### config.mk
export PLATFORM = sky130hd
export DESIGN_NAME = pwm_capture_flat
export DESIGN_NICKNAME = d
export VERILOG_FILES = /design/src/rtl/pwm_capture_pkg.sv /design/src/rtl/pwm_capture_if.sv /design/src/rtl/pwm_pct_div.sv /design/src/rtl/pwm_capture.sv /design/src/flat_wrapper.sv
export SDC_FILE = /design/constraint.sdc
export NUM_CORES = 1
export LEC_CHECK = 0
export CORE_AREA = 4 4 136 138
export CTS_CLUSTER_DIAMETER = 60
export DETAILED_ROUTE_END_ITERATION = 6
export DIE_AREA = 0 0 140 142
export PLACE_DENSITY = 0.75
export SLEW_MARGIN = 5
export SYNTH_ARGS = -nofsm -noshare
export SYNTH_HDL_FRONTEND = slang
export SYNTH_SLANG_ARGS = --single-unit
### constraint.sdc
create_clock -name i_clk -period 6.1 [get_ports i_clk]
set_input_delay 1.22 -clock i_clk [delete_from_list [all_inputs] [get_ports i_clk]]
set_output_delay 1.22 -clock i_clk [all_outputs]
set_load 0.01 [all_outputs]
### src/rtl/pwm_capture_pkg.sv
// Shared constants and FSM state type for the PWM capture block.
package pwm_pkg;
  localparam int unsigned CNT_W_DEF   = 16;
  localparam int unsigned PCT_W       = 7;
  localparam int unsigned DIV_ITER    = 7;
  localparam int unsigned SYNC_STAGES = 2;
  localparam logic [PCT_W-1:0] PCT_FULL = 7'd100;

  typedef enum logic [1:0] {
    ST_IDLE,
    ST_MEAS,
    ST_DIV
  } cap_state_t;
endpackage

### src/rtl/pwm_capture_if.sv
// PWM input and measurement result bundle for pwm_capture.
interface pwm_capture_if
  import pwm_pkg::*;
#(
  parameter int unsigned CNT_W = CNT_W_DEF
);
  logic             i_pwm;
  logic [CNT_W-1:0] o_period;
  logic [CNT_W-1:0] o_high;
  logic [PCT_W-1:0] o_duty_pct;
  logic             o_valid;
  logic             o_stuck;
  logic             o_drop;

  modport master (
    input  i_pwm,
    output o_period, o_high, o_duty_pct, o_valid, o_stuck, o_drop
  );

  modport slave (
    output i_pwm,
    input  o_period, o_high, o_duty_pct, o_valid, o_stuck, o_drop
  );
endinterface

### src/rtl/pwm_pct_div.sv
// Sequential restoring divider: floor(high*100/period), one quotient bit per cycle.
module pwm_pct_div
  import pwm_pkg::*;
#(
  parameter int unsigned CNT_W = CNT_W_DEF
) (
  input  logic             clk,
  input  logic             rst_n,
  input  logic             start,
  input  logic [CNT_W-1:0] high,
  input  logic [CNT_W-1:0] period,
  output logic             busy,
  output logic             done,
  output logic [PCT_W-1:0] quotient
);
  localparam int unsigned RW = CNT_W + PCT_W;
  localparam int unsigned IW = $clog2(DIV_ITER);

  logic [RW-1:0]    rem_q;
  logic [RW-1:0]    dsh_q;
  logic [PCT_W-1:0] q_q;
  logic [IW-1:0]    iter_q;
  logic             busy_q;
  logic             fit;

  // quotient includes the bit decided this cycle, so it is complete while done is high
  always_comb begin
    fit      = (rem_q >= dsh_q);
    quotient = {q_q[PCT_W-2:0], fit};
    done     = busy_q && (iter_q == IW'(DIV_ITER - 1));
  end

  assign busy = busy_q;

  always_ff @(posedge clk or negedge rst_n) begin
    if (!rst_n) begin
      rem_q  <= '0;
      dsh_q  <= '0;
      q_q    <= '0;
      iter_q <= '0;
      busy_q <= 1'b0;
    end else if (start) begin
      rem_q  <= RW'(high) * RW'(100);
      dsh_q  <= RW'(period) << (DIV_ITER - 1);
      q_q    <= '0;
      iter_q <= '0;
      busy_q <= 1'b1;
    end else if (busy_q) begin
      if (fit) rem_q <= rem_q - dsh_q;
      dsh_q  <= dsh_q >> 1;
      q_q    <= quotient;
      iter_q <= iter_q + IW'(1);
      if (done) busy_q <= 1'b0;
    end
  end
endmodule

### src/rtl/pwm_capture.sv
// Measures period, high time and integer duty percent of an asynchronous PWM input.
module pwm_capture
  import pwm_pkg::*;
#(
  parameter int unsigned CNT_W = CNT_W_DEF
) (
  input logic          i_clk,
  input logic          i_rst_n,
  pwm_capture_if.master bus
);
  logic [SYNC_STAGES-1:0] sync_q;
  logic                   prev_q;
  logic                   synced;
  logic                   rise;

  cap_state_t state_q, state_d;

  logic [CNT_W-1:0] per_cnt, hi_cnt, lat_period, lat_high;
  logic             cnt_max, div_start, div_busy, div_done, timeout, drop;
  logic [PCT_W-1:0] div_q;

  logic [CNT_W-1:0] period_q, high_q;
  logic [PCT_W-1:0] duty_q;
  logic             valid_q, stuck_q;

  assign synced  = sync_q[SYNC_STAGES-1];
  assign rise    = synced & ~prev_q;
  assign cnt_max = (per_cnt == '1);

  always_ff @(posedge i_clk or negedge i_rst_n) begin
    if (!i_rst_n) begin
      sync_q <= '0;
      prev_q <= 1'b0;
    end else begin
      sync_q <= {sync_q[SYNC_STAGES-2:0], bus.i_pwm};
      prev_q <= synced;
    end
  end

  always_ff @(posedge i_clk or negedge i_rst_n) begin
    if (!i_rst_n) state_q <= ST_IDLE;
    else          state_q <= state_d;
  end

  always_comb begin
    state_d   = state_q;
    div_start = 1'b0;
    timeout   = 1'b0;
    drop      = 1'b0;
    case (state_q)
      ST_IDLE: begin
        if (rise)         state_d = ST_MEAS;
        else if (cnt_max) timeout = 1'b1;
      end
      ST_MEAS: begin
        if (rise) begin
          div_start = 1'b1;
          state_d   = ST_DIV;
        end else if (cnt_max) begin
          timeout = 1'b1;
          state_d = ST_IDLE;
        end
      end
      ST_DIV: begin
        // a period shorter than the divide latency is thrown away
        if (rise) drop = 1'b1;
        if (div_done || !div_busy) state_d = ST_MEAS;
      end
      default: state_d = ST_IDLE;
    endcase
  end

  // every edge opens a new window: the edge cycle itself is the first high cycle
  always_ff @(posedge i_clk or negedge i_rst_n) begin
    if (!i_rst_n) begin
      per_cnt    <= '0;
      hi_cnt     <= '0;
      lat_period <= '0;
      lat_high   <= '0;
    end else begin
      if (rise) begin
        per_cnt <= CNT_W'(1);
        hi_cnt  <= CNT_W'(1);
      end else if (timeout) begin
        per_cnt <= '0;
        hi_cnt  <= '0;
      end else begin
        if (!cnt_max)               per_cnt <= per_cnt + CNT_W'(1);
        if (synced && hi_cnt != '1) hi_cnt  <= hi_cnt + CNT_W'(1);
      end
      if (div_start) begin
        lat_period <= per_cnt;
        lat_high   <= hi_cnt;
      end
    end
  end

  pwm_pct_div #(.CNT_W(CNT_W)) u_div (
    .clk      (i_clk),
    .rst_n    (i_rst_n),
    .start    (div_start),
    .high     (hi_cnt),
    .period   (per_cnt),
    .busy     (div_busy),
    .done     (div_done),
    .quotient (div_q)
  );

  always_ff @(posedge i_clk or negedge i_rst_n) begin
    if (!i_rst_n) begin
      period_q <= '0;
      high_q   <= '0;
      duty_q   <= '0;
      valid_q  <= 1'b0;
      stuck_q  <= 1'b0;
    end else begin
      valid_q <= 1'b0;
      if (div_done) begin
        period_q <= lat_period;
        high_q   <= lat_high;
        duty_q   <= div_q;
        valid_q  <= 1'b1;
        stuck_q  <= 1'b0;
      end else if (timeout) begin
        stuck_q  <= 1'b1;
        period_q <= '1;
        high_q   <= synced ? '1 : '0;
        duty_q   <= synced ? PCT_FULL : '0;
      end
    end
  end

  assign bus.o_period   = period_q;
  assign bus.o_high     = high_q;
  assign bus.o_duty_pct = duty_q;
  assign bus.o_valid    = valid_q;
  assign bus.o_stuck    = stuck_q;
  assign bus.o_drop     = drop;
endmodule

### src/flat_wrapper.sv
// flat-port wrapper written by rule: the top's interface ports become plain ports
module pwm_capture_flat import pwm_pkg::*;
#(
  parameter int unsigned CNT_W = CNT_W_DEF
)
  (i_clk, i_rst_n, bus_i_pwm, bus_o_period, bus_o_high, bus_o_duty_pct, bus_o_valid, bus_o_stuck, bus_o_drop);
  pwm_capture_if #(.CNT_W(CNT_W)) bus_i ();
  input logic i_clk;
  input logic i_rst_n;
  input wire logic [$bits(bus_i.i_pwm)-1:0] bus_i_pwm;
  output wire logic [$bits(bus_i.o_period)-1:0] bus_o_period;
  output wire logic [$bits(bus_i.o_high)-1:0] bus_o_high;
  output wire logic [$bits(bus_i.o_duty_pct)-1:0] bus_o_duty_pct;
  output wire logic [$bits(bus_i.o_valid)-1:0] bus_o_valid;
  output wire logic [$bits(bus_i.o_stuck)-1:0] bus_o_stuck;
  output wire logic [$bits(bus_i.o_drop)-1:0] bus_o_drop;
  assign bus_i.i_pwm = bus_i_pwm;
  assign bus_o_period = bus_i.o_period;
  assign bus_o_high = bus_i.o_high;
  assign bus_o_duty_pct = bus_i.o_duty_pct;
  assign bus_o_valid = bus_i.o_valid;
  assign bus_o_stuck = bus_i.o_stuck;
  assign bus_o_drop = bus_i.o_drop;
  pwm_capture #(.CNT_W(CNT_W)) u_core (.i_clk(i_clk), .i_rst_n(i_rst_n), .bus(bus_i));
endmodule
; ---- Yosys cells after proc, flatten, opt, wreduce, memory -nomap -nowiden
; Index checks and enable logic that the tools add are counted.
[word_totals]
out_inout_bits = 42
romBits = 0
mem_count = 0
wordCells = 86
input_bits = 3
ff_bits = 166
latchBits = 0
mem_bits_rw = 0
[op_classes]
eq_ne = 9
n_shift = 0
n_lt_le_gt_ge = 1
n_div = 0
multipliers = 1
bitwise_logic = 2
reduce_logical = 12
muxes = 40
n_addsub = 4
[ops]
columns = operator, count
row1 = $mux 16, 11
row2 = $mux 23, 5
row3 = $add 16x1->16 const B, 2
row4 = $ge 23x23->1, 1
row5 = $sub 23x23->23, 1
row6 = $mul 16x5->21 const B, 1
row7 = $mux 7, 3
row8 = $eq 16x16->1 const B, 1
row9 = $ne 16x16->1 const B, 1
row10 = $mux 1, 12
row11 = $mux 6, 2
row12 = $mux 2, 4
row13 = $mux 3, 2
row14 = $pmux 2 s3, 1
row15 = $reduce_bool 2->1, 3
row16 = $ne 2x1->1 const B, 2
row17 = $add 3x1->3 const B, 1
row18 = $eq 3x3->1 const B, 1
row19 = $ne 3x1->1 const B, 1
row20 = $ne 3x2->1 const B, 1
row21 = $reduce_and 3->1, 1
row22 = $reduce_bool 3->1, 1
row23 = $eq 2x1->1 const B, 1
row24 = $eq 2x2->1 const B, 1
row25 = 8 further kinds, 9

; ---- Longest topological paths before layout
[logic_depth]
ltp_word = 6
mapped_depth = 14
ltp_nobuf = 14

; ---- Modules after synthesis
; A second synthesis with hierarchy kept.
[hier_totals]
cells_unflattened = 985
hier_area_um2 = 9982.1
[by_module_without_submodules]
columns = module, seq_area_each_um2, cells_per_inst, n_inst, area_per_inst_um2
row1 = pwm_pct_div, 1376.3, 602, 1, 5247.5
row2 = pwm_capture, 2752.6, 383, 1, 4734.5

; ---- Least setup slack after synthesis
; No wires, ideal clock.
[synth_timing]
path_type = register to register
from = register u_core.hi_cnt[3]
to = register u_core.u_div.rem_q[22]
synth_period_minus_slack_ns = 3.295
path_stages_with_launch = 15
slack_ns = 2.805
t_required_ns = 5.965
setup_ns = 0.135
n_path_buf = 0
t_arrival_ns = 3.160
path_cell_list = dfrtp_1 ha_1 ha_1 inv_1 fa_1 inv_1 ha_1 o21ai_0 o21bai_1 a21o_1 a41o_1 o211ai_1 o21ai_0 xnor2_1 mux2i_1
[synth_via]
elab_chain_len = 2
[synth_rtl]
columns = item, line_no
row1 = from (decl), pwm_capture.sv:18  ; logic [CNT_W-1:0] per_cnt, hi_cnt, lat_period, lat_high;
row2 = from (signal assigned), pwm_capture.sv:89  ; if (synced && hi_cnt != '1) hi_cnt <= hi_cnt + CNT_W'(1);
row3 = $mul 16x5->21, pwm_pct_div.sv:43  ; rem_q <= RW'(high) * RW'(100);
row4 = $mux 23, pwm_pct_div.sv:42  ; end else if (start) begin
row5 = to (signal assigned), pwm_pct_div.sv:43
row6 = to (signal assigned), pwm_pct_div.sv:49  ; if (fit) rem_q <= rem_q - dsh_q;
row7 = to (decl), pwm_pct_div.sv:19  ; logic [RW-1:0] rem_q;
; No other way between the ends.
; A chain may end at the register's enable or synchronous reset.

; ---- Final worst setup path
; Ends and elaborated chain as after synthesis.

==> metrics.yaml <==
logic_synthesis:
  synth_top_family_by_area: "simple AND/OR/NAND/NOR gates"
  synth_xor_area_frac: 0.0551
  syn-instance-count: 1061
  synth_cell_types: 61
  syn_avg_cell_area_um2: 9.14
  ys_async_sr_fraction: 1.00
  ys_ff_latch: 165
  synthMuxAreaShare: 0.0394
  synth-compound-area-share: 0.141
  synth_nets: 1154
  synthAdderAreaFrac: 0.125
  syn_area_mm2: 0.00970
  yosys.area_share.simple: 0.161
  yosysSeqAreaShare: 0.426
  synth_warnings: 0
  synth_edf_count: 0
  ys.flop_type: "dfrtp_1"
run:
  drv_cap: 0
critical_path:
  crit-reg2reg-launch: "u_core.hi_cnt[3]$_DFFE_PN0P_"
  crit_end: "u_core.u_div.rem_q[22]$_DFFE_PN0P_"
  crit_type: "flip-flop to flip-flop"
  required_ps: 6390
  cp-startpoint: "u_core.hi_cnt[3]$_DFFE_PN0P_"
  ff2ff_setup_slack_ps: 2490
  rr_endpoint: "u_core.u_div.rem_q[22]$_DFFE_PN0P_"
  start_kind: "flip-flop"
  path_max_fanout: 6
  crit_arrival_ps: 3900
  reg2regPathDepth: 14
  endpoint_kind: "flip-flop"
pwr:
  p_leak_nw: 5.46
  power_density_mw_per_mm2: 427
  intPower_w: 0.00279
  power_frac_seq: 0.325
  combPwrFrac: 0.438
  switching_share: 0.399
  peakVddDrop_v: 0.000269
  p_switching_w: 0.00185
  clkPwrFrac: 0.237
finish:
  finalNetCount: 1181
  antenna_cells: 0
  final_cell_mix: "197 x nand2_1, 165 x dfrtp_1, 84 x o21ai_0"
  layout_commonest_cell: "nand2_1"
  fin_util: 0.634
  final_area_mm2: 0.0109
  fillCellCount: 1450
  area_growth_pct: 12.3
  drive_gt1_frac: 0.0527
timing:
  setup_viol: 0
  finalCriticalPeriod_ps: 3610
  final_max_slew_viol_count: 0
  skew_ps: 9.98
  worst_pin_slew_ps: 1050
  period_share: 0.591
  rsz0062_at_grt: "false"
  hold_violations: 0
  setup_tns_ps: 0
  finalWorstSetupSlack_ps: 2490
  fmax_mhz: 277
  slew-limit-headroom: 0.298
die:
  die_area_mm2: 0.0199
  fp.dieW_um: 140
  initial_utilization: 0.564
  dieHeight_um: 142
  rows: 48
  core-area_mm2: 0.0172
  pin_count: 45
global_route:
  grt_pass1_wl_mm: 37.1
  grt_pass1_vias: 7414
  antenna_found_initial: 0
  grt_max_degree: 89
  track_usage: 0.229
  grt-ovfl-total: 0
cts:
  cts_made_buffers: 17
  holdBufCountCts: 0
  ctsResizeCount: 0
  clockRootBuffer: "clkbuf_16"
  h-tree-depth: 4
  tritoncts_num_sinks: 165
  tritoncts: "yes"
  post_cts_buffers: 0
  cts_buffer_depth: 2
  clock_latency_ps: 430
  clk_pin_slew_ps: 70
min_path:
  hp-class: "flip-flop to flip-flop"
  holdPathStages: 0
drt:
  wire_per_inst_um: 16.3
  wl_mm: 21.6
  dr.pass1.iters: 5
  via_count: 7486
  viasPerCell: 5.65
  drc: 0
  antenna_left: 0
  drtIter0Drc: 360
placement:
  portBuffers: 44
  place_congestion: 0.851
  dpl_cell_area_mm2: 0.0103
  dp_hpwl_mm: 15.2
  dp_worst_setup_slack_ps: 2540
run_status:
  status: "finished, final reports clean"
per-layer routing:
| metal | global-route usage | vias to the layer above | wire (um) |
|---|---|---|---|
| met5 | 0 | - | 0 |
| met4 | 0.0760 | 0 | 430 |
| met3 | 0.0386 | 28 | 755 |
| met2 | 0.375 | 145 | 10400 |
| met1 | 0.314 | 3667 | 10100 |
| li1 | - | 3646 | - |
state kept, by name, summed over array words and instances (netlist names), 2 cells and up:
register               cells
u_core.u_div.rem_q        23
u_core.u_div.dsh_q        22
u_core.bus.o_high         16
u_core.bus.o_period       16
u_core.hi_cnt             16
u_core.lat_high           16
u_core.lat_period         16
u_core.per_cnt            16
u_core.bus.o_duty_pct      7
u_core.u_div.q_q           6
u_core.u_div.iter_q        3
u_core.state_q             2
u_core.sync_q              2
kinds of logic (layout without fill, tap and decap cells):
kind of cell | Yosys count | in the layout
and+or+nand+nor | 354 | 354
AOI/OAI and AO/OA | 227 | 227
DFF | 165 | 165
buffers and inverters | 126 | 166
adders and majority gates | 90 | 90
xor gates and xnor gates | 61 | 61
muxes | 38 | 38
metrics by stage:
step / total power, W / std cells / hold slack (ps)
final: 0.00465 / 1326 / 368
after global routing: 0.00500 / 1326 / 374
after CTS: 0.00465 / 1326 / 365
after detailed placement: 0.00353 / 1294 / 348
after global placement: 0.00348 / 1294 / 336
after floorplan: 0.00307 / 1061 / 331
how the worst min path moves through the flow:
stage	endpoint	slack, ps	start
floorplan	u_core.sync_q[1]$_DFF_PN0_	330	u_core.sync_q[0]$_DFF_PN0_
global placement	u_core.sync_q[1]$_DFF_PN0_	340	u_core.sync_q[0]$_DFF_PN0_
detailed placement	u_core.sync_q[1]$_DFF_PN0_	350	u_core.sync_q[0]$_DFF_PN0_
CTS	u_core.sync_q[1]$_DFF_PN0_	370	u_core.sync_q[0]$_DFF_PN0_
global route	u_core.sync_q[1]$_DFF_PN0_	370	u_core.sync_q[0]$_DFF_PN0_
finish	u_core.sync_q[1]$_DFF_PN0_	370	u_core.sync_q[0]$_DFF_PN0_
power by group through the flow:
stage	Combinational, W	Sequential, W	Clock [W]
finish	0.00204	0.00151	0.00110
global route	0.00229	0.00154	0.00117
CTS	0.00203	0.00150	0.00111
detailed placement	0.00200	0.00152	0
global placement	0.00196	0.00152	0
floorplan	0.00158	0.00149	0
Yosys cell counts (all sizes together) (2+ instances only):
cell type / n / share of area
nand4: 10 / 0.0065
xnor2: 39 / 0.035
o21bai: 5 / 0.0039
buf: 12 / 0.0085
a41oi: 2 / 0.0018
a21o: 15 / 0.012
clkbuf: 31 / 0.012
inv: 82 / 0.032
xor2: 22 / 0.020
a31oi: 6 / 0.0039
a22oi: 2 / 0.0015
nor2b: 6 / 0.0039
or2: 5 / 0.0032
nand3: 24 / 0.013
nor3b: 3 / 0.0023
o211ai: 3 / 0.0034
a21oi: 69 / 0.036
fa: 12 / 0.025
o21a: 6 / 0.0046
ha: 78 / 0.10
nor2: 73 / 0.028
a21boi: 2 / 0.0015
nand2: 197 / 0.076
mux2i: 37 / 0.038
dfrtp: 165 / 0.43
and4: 5 / 0.0045
or3: 3 / 0.0019
a311oi: 2 / 0.0018
and3: 10 / 0.0070
o21ai: 87 / 0.045
o31a: 2 / 0.0018
nor3: 5 / 0.0037
nand2b: 4 / 0.0026
o22ai: 2 / 0.0013
and2: 7 / 0.0045
o31ai: 4 / 0.0045
a211oi: 10 / 0.0088
final cells by class:
| cell class | count | area, um^2 | share of cell area |
|---|---|---|---|
| well taps | 225 | 282 | 0.0259 |
| multi-input cells | 770 | 5070 | 0.465 |
| inverters | 83 | 312 | 0.0286 |
| clock buffers | 17 | 425 | 0.0391 |
| flip-flops and latches | 165 | 4130 | 0.379 |
| repair buffers | 51 | 494 | 0.0454 |
| clock inverters | 15 | 178 | 0.0163 |
critical path: stages, from the launching register on:
cell and delay (ps):
dfrtp_1 460, ha_1 330, ha_1 270, inv_1 50, fa_1 500, inv_1 40, ha_1 370, o21ai_0 240
o21bai_1 120, a21o_1 210, a41o_1 250, o211ai_1 250, o21ai_0 150, xnor2_1 140, mux2i_1 80
Note: power is estimated with default switching activity, not from simulation.
==> variant 1, RTL diff (config.mk and constraints unchanged) <==
Change the package constant `DIV_ITER` from 7 to 6.
--- a/src/rtl/pwm_capture_pkg.sv
+++ b/src/rtl/pwm_capture_pkg.sv
@@ -2,7 +2,7 @@
 package pwm_pkg;
   localparam int unsigned CNT_W_DEF   = 16;
   localparam int unsigned PCT_W       = 7;
-  localparam int unsigned DIV_ITER    = 7;
+  localparam int unsigned DIV_ITER    = 6;
   localparam int unsigned SYNC_STAGES = 2;
   localparam logic [PCT_W-1:0] PCT_FULL = 7'd100;
 
Formal check against the unedited RTL: no difference found for any inputs over 10 cycles, from zero or initial values and one cycle with i_rst_n low; that may be too few to reach the edited logic, so the function may still have changed.
==> variant 1 against the original RTL <==
- the flow now finishes with violations (design-rule violations)
- die area unchanged
- design area down 2.4%
- first-iteration DRC count grew 23%
- sequential cell count decreased by 1
- synthesized cell count is 1.6% lower
- cell count shrank 1.4%
- hold slack got worse by 0.013 ns
- setup slack worse by 0.16 ns
- area after synthesis is 2.7% lower
- combinational power grew 2%
- utilization is 1.6 points lower
- total power increased by 1.9%
- routed wire length fell by 3.9%
- largest cell class unchanged
- largest power group unchanged
- highest routed layer unchanged
==> variant 1: results <==
export IMPL_status="finished, violations left"
export IMPL_violations="design-rule violations"
export IMPL_grt_pass1_vias=7365
export IMPL_clock_latency_ns=0.42
export IMPL_dr_pass1_iters=7
export IMPL_synth_compound_area_share_pct=13.6
export IMPL_grt_max_degree=67
export IMPL_h_tree_depth=4
export IMPL_synth_cell_types=59
export IMPL_hold_depth=0
export IMPL_diodes=0
export IMPL_syn_nets=1136
export IMPL_synth_xor_area_share_pct=5.20
export IMPL_path_clk_slew_ns=0.07
export IMPL_hp_class="flip-flop to flip-flop"
export IMPL_timing_final_max_slew_violations=0
export IMPL_slew_headroom_pct=19.2
export IMPL_ys_seq_area_share_pct=43.5
export IMPL_numCtsBuffers=17
export IMPL_reg_top3="u_core.u_div.rem_q x23, u_core.u_div.dsh_q x21"
export IMPL_wl_per_cell_um=15.9
export IMPL_io_buffers=44
export IMPL_layout_nets=1161
export IMPL_ctsLongestPathBuffers=2
export IMPL_fill_cells=1496
export IMPL_gp_congestion=0.894
export IMPL_ys_top_cells_by_area="dfrtp_1 (43%), ha_1 (10%), nand2_1 (7.4%)"
export IMPL_drtIter0Drc=443
export IMPL_cts_resized=0
export IMPL_ir_drop_v=0.000351
export IMPL_arrival_ns=4.05
export IMPL_synth_warnings=0
export IMPL_synthTopCellsByCount="nand2_1 (185), dfrtp_1 (164), nor2_1 (88)"
export IMPL_cts_root_buf="clkbuf_16"
export IMPL_synthMuxAreaShare_pct=2.97
export IMPL_post_cts_buffers=0
export IMPL_skew_ns=0.0102
export IMPL_synth_flop_cell="dfrtp_1"
export IMPL_gr_usage_all_layers_pct=21.7
export IMPL_crit_fanout=5
export IMPL_drc=11
export IMPL_leakage_nw=5.35
export IMPL_drive_gt1_share_pct=4.44
export IMPL_antenna_found_initial=0
export IMPL_synthArstFlopShare_pct=100
export IMPL_grt_pass1_wl_mm=35.6
export IMPL_synth_adder_area_share_pct=12.8
export IMPL_dpl_cell_area_mm2=0.0100
export IMPL_dp_hpwl_mm=14.3
export IMPL_vias=7205
export IMPL_r2r_cells=14
[variant 1: cell count changes after synthesis, sizes merged, moves of 5 or more]
cell,change
a31oi,+20
mux2i,-9
a21o,-7
xor2,+6
xnor2,-11
nand2,-12
a21oi,-12
nor2,+15
o21ai,-9
nand2b,+5
[variant 1: routing by layer]
layer | vias up | GRT usage, % | wire length, µm
li1 | 3578 | - | -
met1 | 3471 | 29.7 | 9770
met2 | 137 | 36.4 | 10000
met3 | 19 | 3.26 | 750
met4 | 0 | 5.92 | 273
met5 | - | 0 | 0
[variant 1: final timing paths]
kind                                  start                     end  slack (ns)
max in group asynchronous           i_rst_n      u_core.per_cnt[12]        4.23
min reg2reg                u_core.sync_q[0]        u_core.sync_q[1]        0.35
min in group asynchronous           i_rst_n   u_core.u_div.dsh_q[1]        0.73
max                        u_core.hi_cnt[3]  u_core.u_div.rem_q[19]        2.33
min                        u_core.sync_q[0]        u_core.sync_q[1]        0.35
max reg2reg                u_core.hi_cnt[3]  u_core.u_div.rem_q[19]        2.33
[variant 1: cells by family (layout without fill, tap and decap cells)]
logic type      count (synthesis)  after routing
xor+xnor                       56             56
mux                            28             28
simple gates                  366            366
fa+ha+maj                      89             89
buf+inv                       125            163
compound gates                216            216
flops                         164            164
[variant 1: metrics by stage]
step	util (%)	std cells	power [mW]	hold slack, ns	setup WS [ns]
floorplan	-	1044	3.09	0.331	2.68
global placement	58.4	1275	3.59	0.333	2.43
detailed placement	58.4	1275	3.64	0.338	2.33
CTS	61.8	1307	4.76	0.357	2.32
global route	61.8	1307	5.10	0.358	2.12
finish	61.8	1307	4.74	0.355	2.33
[variant 1: critical path: stages (launching register included)]
cell      delay, ns
dfrtp_1        0.45
ha_1           0.32
ha_1           0.28
inv_1          0.05
fa_1           0.49
inv_1          0.04
ha_1           0.36
nand3_1        0.11
o211ai_1       0.11
o41ai_1        0.53
o21ai_1        0.23
a21o_1         0.22
a21oi_1        0.17
xor2_1         0.19
a21boi_1       0.08
[variant 1: power by group]
group | leakage, nW | switching [mW] | total (mW) | internal, mW
registers | 2.15 | 0.195 | 1.57 | 1.37
logic | 2.90 | 1.16 | 2.09 | 0.934
clock network | 0.292 | 0.455 | 1.08 | 0.622
[variant 1: layout make-up]
type                       instances  share of cell area, %
multi-input combinational        755                   45.7
sequential                       164                   38.6
timing repair buffer              51                   4.65
clock buffer                      19                   4.17
inverter                          80                   2.83
tap                              225                   2.65
clock inverter                    13                   1.40
==> variant 2, RTL diff (same flow settings) <==
Without the edit above. Re-encode `cap_state_t` (3 states) as one-hot, 3 bits wide.
--- a/src/rtl/pwm_capture_pkg.sv
+++ b/src/rtl/pwm_capture_pkg.sv
@@ -6,10 +6,10 @@
   localparam int unsigned SYNC_STAGES = 2;
   localparam logic [PCT_W-1:0] PCT_FULL = 7'd100;
 
-  typedef enum logic [1:0] {
-    ST_IDLE,
-    ST_MEAS,
-    ST_DIV
+  typedef enum logic [2:0] {
+    ST_IDLE = 3'b001,
+    ST_MEAS = 3'b010,
+    ST_DIV  = 3'b100
   } cap_state_t;
 endpackage
 
Formal check against the unedited RTL: no difference found for any inputs over 10 cycles, from zero or initial values and one cycle with i_rst_n low; not proved beyond that.
==> variant 2 against the original RTL <==
- utilization increased by 0.46 points
- routed wire length increased by 6.0%
- setup slack improved by 0.038 ns
- clock power about the same
- critical path type unchanged
- design area increased by 0.72%
- sequential cell count increased by 1
- cell count increased by 0.83%
- total power decreased by 7.4%
- area after synthesis increased by 1.2%
- hold slack got worse by 0.0078 ns
==> variant 2: results <==
export IMPL_status="finished, final reports clean"
export IMPL_numCtsBuffers=17
export IMPL_synth_adder_area_share_pct=12.3
export IMPL_multi_input_cells=778
export IMPL_critPathTopFamily="adder cells"
export IMPL_ir_drop_v=0.000232
export IMPL_grt_pass1_wl_mm=38.9
export IMPL_dp_hpwl_mm=16.0
export IMPL_dr_pass1_iters=7
export IMPL_multi_input_area_share_pct=46.5
export IMPL_crit_end="u_core.u_div.rem_q[21]"
export IMPL_synthMuxAreaShare_pct=4.71
export IMPL_layout_nets=1191
export IMPL_gp_congestion=0.954
export IMPL_buf_share_pct=4.64
export IMPL_grt_pass1_vias=7680
export IMPL_gr_usage_all_layers_pct=24.2
export IMPL_synth_compound_area_share_pct=13.4
export IMPL_setup_tns_ns=0
export IMPL_synth_warnings=0
export IMPL_synth_xor_area_share_pct=5.27
export IMPL_grtUsageMet3_pct=4.54
export IMPL_cts_root_buf="clkbuf_16"
export IMPL_grt_max_degree=78
export IMPL_leakage_nw=5.30
export IMPL_diodes=0
export IMPL_met1_length_mm=10.4
export IMPL_skew_ns=0.0179
export IMPL_slowest_stage="fa_1"
export IMPL_r2r_slack_ns=2.53
export IMPL_r2r_cells=14
export IMPL_hold_depth=0
export IMPL_drive_gt1_share_pct=5.67
export IMPL_die_x_um=140
export IMPL_drtIter0Drc=496
export IMPL_h_tree_depth=4
export IMPL_r2r_start="u_core.hi_cnt[4]"
export IMPL_fill_cells=1485
export IMPL_hold_ws_ns=0.360
export IMPL_antenna_found_initial=0
export IMPL_slew_headroom_pct=40.9
export IMPL_arrival_ns=3.85
export IMPL_ys_top_cells_by_area="dfrtp_1 (42%), ha_1 (9.8%), nand2_1 (5.9%)"
export IMPL_cts_sinks=166
export IMPL_wl_per_cell_um=17.2
export IMPL_path_clk_slew_ns=0.08
export IMPL_route_met3_wl_mm=1.05
export IMPL_synthTopCellsByCount="dfrtp_1 (165), nand2_1 (153), nor2_1 (112)"
export IMPL_met1_usage_pct=32.5
export IMPL_ys_seq_area_share_pct=42.4
export IMPL_crit_fanout=5
export IMPL_worstSetupStartpointType="flip-flop"
export IMPL_n_all_buffers=53
export IMPL_synth_cell_types=67
export IMPL_hp_class="flip-flop to flip-flop"
export IMPL_vias=7639
export IMPL_clock_area_share_pct=5.50
export IMPL_register_area_mm2=0.00416
export IMPL_dr_wl_met2_mm=10.9
export IMPL_grt_use_met2_pct=39.8
-- variant 2: cell count changes in the layout (fill, tap and decap cells not counted), moves of 5 or more --
cell      delta
a21oi_1      +7
and2_1       -5
mux2i_1      +8
nand2_1     -44
nand3_1     +11
nand4_1      -6
nor2_1      +40
o211ai_1     +5
o21ai_0     -16
o21ai_1      +9
xnor2_1      -7
xor2_1       +5
-- variant 2: stage by stage --
stage | power (mW) | util (%) | instance area (µm²) | instances | worst slack [ns]
after global placement | 3.13 | 60.3 | 10400 | 1305 | 2.69
after floorplan | 2.73 | - | 9810 | 1074 | 2.87
after CTS | 4.30 | 63.8 | 11000 | 1337 | 2.55
final | 4.30 | 63.8 | 11000 | 1337 | 2.53
after detailed placement | 3.18 | 60.3 | 10400 | 1305 | 2.61
after global routing | 4.60 | 63.8 | 11000 | 1337 | 2.28
-- variant 2: worst reg2reg max path, delay by kind of cell, from the launching register on --
family / cells / cell delay, ns
AO/OA/AOI/OAI: 5 / 1.10
XOR/XNOR: 1 / 0.15
adder cells (fa/ha/maj): 4 / 1.46
buffers and inverters: 2 / 0.09
flip-flops: 1 / 0.44
AND/OR/NAND/NOR: 2 / 0.18
-- variant 2: kinds of logic (layout without fill, tap and decap cells) --
logic type	count (synthesis)	count (layout)
adders and majority gates	89	89
buffers and inverters	130	168
xor gates and xnor gates	59	59
DFF	166	166
AOI/OAI and AO/OA	224	224
and+or+nand+nor	360	360
muxes	46	46
-- variant 2: power by group --
| part | internal (mW) | switching, mW |
|---|---|---|
| sequential | 1.33 | 0.176 |
| clock | 0.588 | 0.514 |
| combinational | 0.769 | 0.927 |
| total | 2.68 | 1.62 |
